## src/rtl/load_store_unit.sv

```systemverilog
// Load/store unit between the core memory stage and a word-only Data_Memory.
// Adds sub-word loads/stores (read-modify-write), alignment/range checks and a registered load result.
module load_store_unit #(
    parameter int unsigned DATA_WIDTH   = 32,
    parameter logic [31:0] BASE_ADDR    = 32'h10010000,
    parameter int unsigned MEMORY_DEPTH = 256
) (
    input  logic                  clk,
    input  logic                  reset,
    input  logic                  req_valid_i,
    input  logic                  req_write_i,
    input  logic [2:0]            req_funct3_i,
    input  logic [DATA_WIDTH-1:0] req_addr_i,
    input  logic [DATA_WIDTH-1:0] req_wdata_i,
    output logic                  req_ready_o,
    output logic [DATA_WIDTH-1:0] load_data_o,
    output logic                  load_valid_o,
    output logic                  access_err_o,
    output logic                  Mem_Write_o,
    output logic                  Mem_Read_o,
    output logic [DATA_WIDTH-1:0] Address_o,
    output logic [DATA_WIDTH-1:0] Write_Data_o,
    input  logic [DATA_WIDTH-1:0] Read_Data_i
);

    localparam logic [31:0] LIMIT_ADDR = BASE_ADDR + 32'(4 * MEMORY_DEPTH);

    typedef enum logic {
        IDLE,
        RMW_WR
    } state_t;

    state_t                state;
    logic [DATA_WIDTH-1:0] addr_q;
    logic [DATA_WIDTH-1:0] merge_q;

    logic                  funct3_ok;
    logic                  aligned;
    logic                  in_range;
    logic                  legal;
    logic                  accept;
    logic                  req_ok;
    logic                  req_bad;
    logic                  is_word;
    logic                  sub_store;
    logic [DATA_WIDTH-1:0] word_addr;
    logic [DATA_WIDTH-1:0] merged;
    logic [DATA_WIDTH-1:0] load_ext;
    logic [7:0]            sel_byte;
    logic [15:0]           sel_half;

    always_comb begin
        funct3_ok = 1'b0;
        case (req_funct3_i)
            3'b000, 3'b001, 3'b010: funct3_ok = 1'b1;
            3'b100, 3'b101:         funct3_ok = ~req_write_i;
            default:                funct3_ok = 1'b0;
        endcase
    end

    always_comb begin
        aligned = 1'b1;
        case (req_funct3_i[1:0])
            2'b01:   aligned = ~req_addr_i[0];
            2'b10:   aligned = (req_addr_i[1:0] == 2'b00);
            default: aligned = 1'b1;
        endcase
    end

    assign in_range  = (req_addr_i >= BASE_ADDR) && (req_addr_i < LIMIT_ADDR);
    assign legal     = funct3_ok & aligned & in_range;
    assign accept    = req_valid_i & (state == IDLE);
    assign req_ok    = accept & legal;
    assign req_bad   = accept & ~legal;
    assign is_word   = (req_funct3_i[1:0] == 2'b10);
    assign sub_store = req_ok & req_write_i & ~is_word;
    assign word_addr = {req_addr_i[DATA_WIDTH-1:2], 2'b00};

    assign req_ready_o = (state == IDLE);

    // Memory strobes are gated by reset so an in-flight RMW write is dropped immediately.
    assign Mem_Read_o  = reset & req_ok & (~req_write_i | ~is_word);
    assign Mem_Write_o = reset & ((state == RMW_WR) | (req_ok & req_write_i & is_word));
    assign Address_o   = (state == RMW_WR) ? addr_q : word_addr;

    always_comb begin
        Write_Data_o = '0;
        if (state == RMW_WR)
            Write_Data_o = merge_q;
        else if (req_ok & req_write_i & is_word)
            Write_Data_o = req_wdata_i;
    end

    always_comb begin
        sel_byte = Read_Data_i[7:0];
        case (req_addr_i[1:0])
            2'd0: sel_byte = Read_Data_i[7:0];
            2'd1: sel_byte = Read_Data_i[15:8];
            2'd2: sel_byte = Read_Data_i[23:16];
            2'd3: sel_byte = Read_Data_i[31:24];
            default: sel_byte = Read_Data_i[7:0];
        endcase
        sel_half = req_addr_i[1] ? Read_Data_i[31:16] : Read_Data_i[15:0];
    end

    always_comb begin
        load_ext = Read_Data_i;
        case (req_funct3_i)
            3'b000:  load_ext = {{24{sel_byte[7]}}, sel_byte};
            3'b100:  load_ext = {24'h0, sel_byte};
            3'b001:  load_ext = {{16{sel_half[15]}}, sel_half};
            3'b101:  load_ext = {16'h0, sel_half};
            default: load_ext = Read_Data_i;
        endcase
    end

    always_comb begin
        merged = Read_Data_i;
        if (req_funct3_i[1:0] == 2'b00) begin
            case (req_addr_i[1:0])
                2'd0: merged[7:0]   = req_wdata_i[7:0];
                2'd1: merged[15:8]  = req_wdata_i[7:0];
                2'd2: merged[23:16] = req_wdata_i[7:0];
                2'd3: merged[31:24] = req_wdata_i[7:0];
                default: merged = Read_Data_i;
            endcase
        end else if (req_addr_i[1]) begin
            merged[31:16] = req_wdata_i[15:0];
        end else begin
            merged[15:0] = req_wdata_i[15:0];
        end
    end

    always_ff @(posedge clk or negedge reset) begin
        if (!reset) begin
            state        <= IDLE;
            load_data_o  <= '0;
            load_valid_o <= 1'b0;
            access_err_o <= 1'b0;
            addr_q       <= '0;
            merge_q      <= '0;
        end else begin
            load_valid_o <= req_ok & ~req_write_i;
            access_err_o <= req_bad;
            if (req_ok & ~req_write_i)
                load_data_o <= load_ext;
            case (state)
                IDLE: begin
                    if (sub_store) begin
                        addr_q  <= word_addr;
                        merge_q <= merged;
                        state   <= RMW_WR;
                    end
                end
                RMW_WR:  state <= IDLE;
                default: state <= IDLE;
            endcase
        end
    end

endmodule
```

## config.mk

```make
export PLATFORM = sky130hd
export DESIGN_NAME = load_store_unit
export DESIGN_NICKNAME = d
export VERILOG_FILES = /design/src/rtl/load_store_unit.sv
export SDC_FILE = /design/constraint.sdc
export NUM_CORES = 1
export LEC_CHECK = 0
export BUFFER_PORTS_ARGS = -buffer_cell sky130_fd_sc_hd__buf_2
export CELL_PAD_IN_SITES_DETAIL_PLACEMENT = 0
export CELL_PAD_IN_SITES_GLOBAL_PLACEMENT = 1
export CORE_UTILIZATION = 41
export CTS_CLUSTER_SIZE = 8
export DETAILED_ROUTE_END_ITERATION = 12
export PLACE_DENSITY_LB_ADDON = 0.1
export REMOVE_ABC_BUFFERS = 1
export SETUP_SLACK_MARGIN = 0.15
export SYNTH_ARGS = -nofsm -noshare
export SYNTH_HDL_FRONTEND = slang
export SYNTH_SLANG_ARGS = --single-unit
export TNS_END_PERCENT = 20
```

## constraint.sdc

```tcl
create_clock -name clk -period 8.28 [get_ports clk]
set_clock_uncertainty 0.2 [all_clocks]
set_input_delay 1.656 -clock clk [delete_from_list [all_inputs] [get_ports clk]]
set_output_delay 1.656 -clock clk [all_outputs]
set_load 0.02 [all_outputs]
```

# Word level (Yosys, flattened, before mapping)
# Index checks and enable logic that the tools add are counted.
totals:
  regBits: 97
  in_bits: 103
op_classes:
  magnitude_cmp: 2
  n_bitwise: 19
  n_reduce_logical: 7
  n_eq_ne: 9
  muxes: 17
ops:
  columns: ["cell", "n"]
  rows:
  - ["$mux 32", 4]
  - ["$pmux 32 s4", 1]
  - ["$mux 16", 3]
  - ["$ge 32x29->1 const B", 1]
  - ["$lt 32x29->1 const B", 1]
  - ["$mux 8", 4]
  - ["$pmux 8 s4", 1]
  - ["$and 1x1->1", 12]
  - ["$eq 2x2->1 const B", 3]
  - ["$eq 3x3->1 const B", 2]
  - ["$pmux 1 s2", 3]
  - ["$not 1->1", 5]
  - ["$eq 2x1->1 const B", 2]
  - ["$logic_not 2->1", 2]
  - ["$eq 3x1->1 const B", 1]
  - ["$eq 3x2->1 const B", 1]
  - ["$logic_not 3->1", 1]
  - ["$reduce_or 3->1", 1]
  - ["$or 1x1->1", 2]
  - ["$reduce_and 2->1", 1]
  - ["$reduce_or 2->1", 1]
  - ["$logic_and 1x1->1", 1]
  - ["$mux 1", 1]

# Depth between registers and ports, before layout
logic_depth:
  depth_word: 10
  depth_mapped: 9

# Worst setup path after synthesis
# OpenSTA, ideal clock, no wires.
synth_path:
  path_type: "input-to-output"
  startpoint: "input port req_funct3_i[0]"
  endpoint: "output port Write_Data_o[10]"
  path_slack_ps: 2978
  stages: 7
  arrival_time_ps: 3446
  path_cell_list: "inv_1 -> ha_1 -> clkbuf_1 -> o311ai_2 -> a2111oi_2 -> clkbuf_1 -> a22o_1"
synth_between:
  elab_chain_cells: 10
  elab_cells_between_ends: 18
  cone_classes: "eq/ne (6); mux (4); bitwise (5); reduce/logical (3)"
synth_lines:
  columns: ["item", "line", "rtl"]
  rows:
  - ["start, declared", "12", "input logic [2:0] req_funct3_i,"]
  - ["$eq 3x1->1, or another cell as far along", "54", "case (req_funct3_i)"]
  - ["$reduce_or 3->1 / $reduce_or 2->1 (equally long branches)", "54", null]
  - ["$pmux 1 s2", "54", null]
  - ["$and 1x1->1 (2 in a row)", "71", "assign legal = funct3_ok & aligned & in_range;"]
  - ["$and 1x1->1", "73", "assign req_ok = accept & legal;"]
  - ["$and 1x1->1", "90", "else if (req_ok & req_write_i & is_word)"]
  - ["$and 1x1->1 *", "90", null]
  - ["$mux 32 *", "90", null]
  - ["$mux 32 *", "88", "if (state == RMW_WR)"]
  - ["end, declared", "22", "output logic [DATA_WIDTH-1:0] Write_Data_o,"]
# Mark *: on every way between the ends. The rest lies on a longest branch, timed or not.

# Final worst setup path
layout_path:
  startpoint: "input port req_funct3_i[0]"
  endpoint: "output port Write_Data_o[30]"
# Same word-level chain as after synthesis.

==> flow_summary_export.csv <==
group,metric,value,unit
run_status,outcome,"complete, no violations",
synthesis,yosys.area.top_type,"dfrtp_1",
power,power.density,155.2,nW/um^2
floorplanning,core,12880,um^2
critical_path,worstSetupStartpointType,"input port",
global_route,grt.total_usage,23.19,%
clocking,postCtsSetupBuffers,0,
critical_path,cp_max_fo,22,
routing,detail_route.wl_per_cell,18.79,um
timing,finalHoldViolations,0,
global_route,grt_pass1_vias,4494,
layout,nets,760,
routing,drc,0,
synthesis,synth_area_leaders,"dfrtp_1, mux2_2, a22o_1",
clocking,clockBufferDepth,2,
clocking,clk_pin_slew_worst_paths,0.07,ns
critical_path,worst_r2r_path_depth,5,
critical_path,critPathArrivalTime,4.40,ns
synthesis,async_reset_ff_share,100.0,%
clocking,cts_buffers,9,
timing,slew_headroom,28.22,%
power,p_leak,3.582,nW
min_path,hold_end,"addr_q[16]",
layout,seq_area,2429,um^2
clocking,post_cts_resized,0,
critical_path,r2r-start,"state",
floorplanning,ioPinCount,204,
clocking,h-tree-depth,3,
layout,final.fill_count,1207,
synthesis,synth_warnings,0,
layout,utilization,54.20,%
placement,pre_cts_ws,2.019,ns
critical_path,crit_required,6.42,ns
timing,max_freq,0.1598,GHz
synthesis,synthCells,470,
clocking,cts_tree,"done",
timing,setup_viol,0,
synthesis,ys_seq_elements,97,
placement,place.gp.congestion,0.8567,
placement,place_hpwl,11410,um
routing,vias_per_cell,5.545,
flow_run,drv_cap,0,
routing,drtAntennaViolNets,0,
min_path,hp-start,"addr_q[16]",
global_route,grt_pass1_wl,25190,um
synthesis,yosys_most_used_dff,"dfrtp_1",
min_path,hold_class,"flip-flop to flip-flop",
timing,min_period_over_period,75.57,%
min_path,hold_depth,1,
synthesis,ys_types,41,
global_route,antenna_found_initial,0,
critical_path,path_class,"input port to output pin",
timing,worst_slew_pin_slew,1.077,ns
global_route,grt_overflow,0,
critical_path,r2r_slack,5.81,ns
synthesis,synth-edff-count,0,
routing,wl,15590,um
timing,setup_slack,2.023,ns
placement,portBuffers,201,
timing,maxSlewViolCount,0,
critical_path,r2r_end,"merge_q[19]",
synthesis,synthesis.area,5512,um^2
clocking,clkLatencyLatePin,0.34,ns
timing,setup_tns,0,ns
routing,num_vias,4602,
power,ir_drop,0.09091,mV
floorplanning,dieArea,13910,um^2
timing,grt_setup_unrepaired,"no",
critical_path,crit_path_end_kind,"output pin",
layout,areaGrowthSynthToFinish,26.63,%
floorplanning,rows,41,
clocking,cts_sinks,97,
synthesis,seq_area_frac_synth,44.04,%
floorplanning,die_h,117.9,um
synthesis,yosysTopAreaCellShare,44.04,%
floorplanning,start_util,42.80,%
timing,min_period,6.257,ns
global_route,grt_max_degree,65,
clocking,cts_root_buf,"clkbuf_16",
synthesis,avgSynthCellArea,11.73,um^2
layout,multi_input_comb_area,2835,um^2
routing,drt-initial-drc-count,324,
floorplanning,die_w,117.9,um
routing,drt-pass1-iter-count,7,
layout,drive_gt1_share,45.90,%
clocking,hold_buffers,0,
layout,n_antenna_cell,0,
[logic make-up (layout without fill, tap and decap cells)]
logic type	after synthesis	count (layout)	share of synthesized area [%]
and+or+nand+nor	58	58	6.084
AOI/OAI and AO/OA	120	120	18.02
muxes	125	125	26.06
buffers and inverters	65	252	4.813
adders and majority gates	4	4	0.9081
DFF	97	97	44.04
other	1	2	0.06804
[cell usage after synthesis (all sizes together) (2+ instances only)]
cell type	number
clkbuf	27
mux2i	22
nand3	4
and2	2
inv	25
a211oi	2
nor2	7
nor4b	2
o22a	2
nor2b	24
dfrtp	97
nor4	3
nand3b	2
o22ai	13
ha	4
mux4	5
a2bb2oi	7
a31oi	2
o221ai	2
a22o	49
o21ai	4
or2	2
mux2	98
a21oi	19
a2111oi	3
a222oi	14
nand2b	4
nand2	6
buf	12
[critical path, cell delays in order]
cell       delay (ns)
buf_2            0.11
inv_1            0.09
ha_1             0.69
o311ai_2         0.35
a2111oi_4        0.74
buf_4            0.41
a22o_1           0.18
buf_2            0.17
[per-layer routing]
layer	routed length [um]	share of wire (%)	up-vias	track usage [%]
met5	0	0	-	0
li1	-	-	2149	-
met4	220	1.4	0	7.212
met2	7110	46	185	36.58
met3	972	6.2	16	4.070
met1	7291	47	2252	32.29
[area by class of cell]
cell class              count  share of cell area, %
clock buffers               9                  3.227
repair buffers            210                  15.42
inverters                  26                  1.398
well taps                 172                  3.084
clock inverters             7                  1.452
multi-input cells         309                  40.62
flip-flops and latches     97                  34.80
[layout by cell type (no fill, tap or decap), types with 2 or more instances in the layout]
| master | instances |
|---|---|
| a2bb2oi_1 | 7 |
| a222oi_1 | 14 |
| nand2b_1 | 4 |
| nand3b_1 | 2 |
| o22a_1 | 2 |
| nor4_1 | 3 |
| nand3_1 | 4 |
| a2111oi_4 | 3 |
| nor2b_1 | 24 |
| buf_4 | 10 |
| a211oi_1 | 2 |
| o221ai_1 | 2 |
| buf_2 | 200 |
| a21oi_1 | 19 |
| nor2_1 | 7 |
| clkinvlp_4 | 2 |
| o21ai_0 | 4 |
| conb_1 | 2 |
| and2_1 | 2 |
| clkbuf_16 | 9 |
| ha_1 | 4 |
| a31oi_1 | 2 |
| dfrtp_1 | 96 |
| inv_6 | 2 |
| mux2i_1 | 22 |
| nand2_1 | 6 |
| or2_2 | 2 |
| o22ai_1 | 13 |
| mux4_2 | 5 |
| bufinv_16 | 2 |
| inv_1 | 24 |
| mux2_2 | 62 |
| a22o_1 | 49 |
| mux2_1 | 36 |
| nor4b_1 | 2 |
[power breakdown]
part	leakage [nW]	internal [mW]	switching [mW]
clock network	0.153	0.268	0.192
logic	2.16	0.0624	0.0873
registers	1.27	0.474	0.0000610
[sequential cells by signal (all words and copies together), names as in the netlist]
signal / flops
load_data_o: 32
merge_q: 32
addr_q: 30
access_err_o: 1
load_valid_o: 1
state: 1
[per-stage QoR]
step	instance area, um^2	instances	hold slack, ns	power (mW)
after CTS	6979	830	0.2844	1.096
final	6979	830	0.2787	1.083
after global placement	6653	814	0.2619	0.6308
after detailed placement	6653	814	0.2591	0.6325
after global routing	6979	830	0.3086	1.130
after floorplan	5348	432	0.2334	0.5583
[how the worst max path moves through the flow]
stage                     from          endpoint  slack, ns  depth (start not counted)
2_1_floorplan  req_funct3_i[0]   Write_Data_o[0]       1.92                          5
3_3_place_gp   req_funct3_i[0]  Write_Data_o[25]       2.12                          8
3_5_place_dp   req_funct3_i[0]  Write_Data_o[10]       2.02                          8
4_1_cts        req_funct3_i[0]  Write_Data_o[10]       2.02                          8
5_1_grt        req_funct3_i[0]  Write_Data_o[30]       1.80                          8
6_report       req_funct3_i[0]  Write_Data_o[30]       2.02                          8
Power figures use the tool's default switching activity.
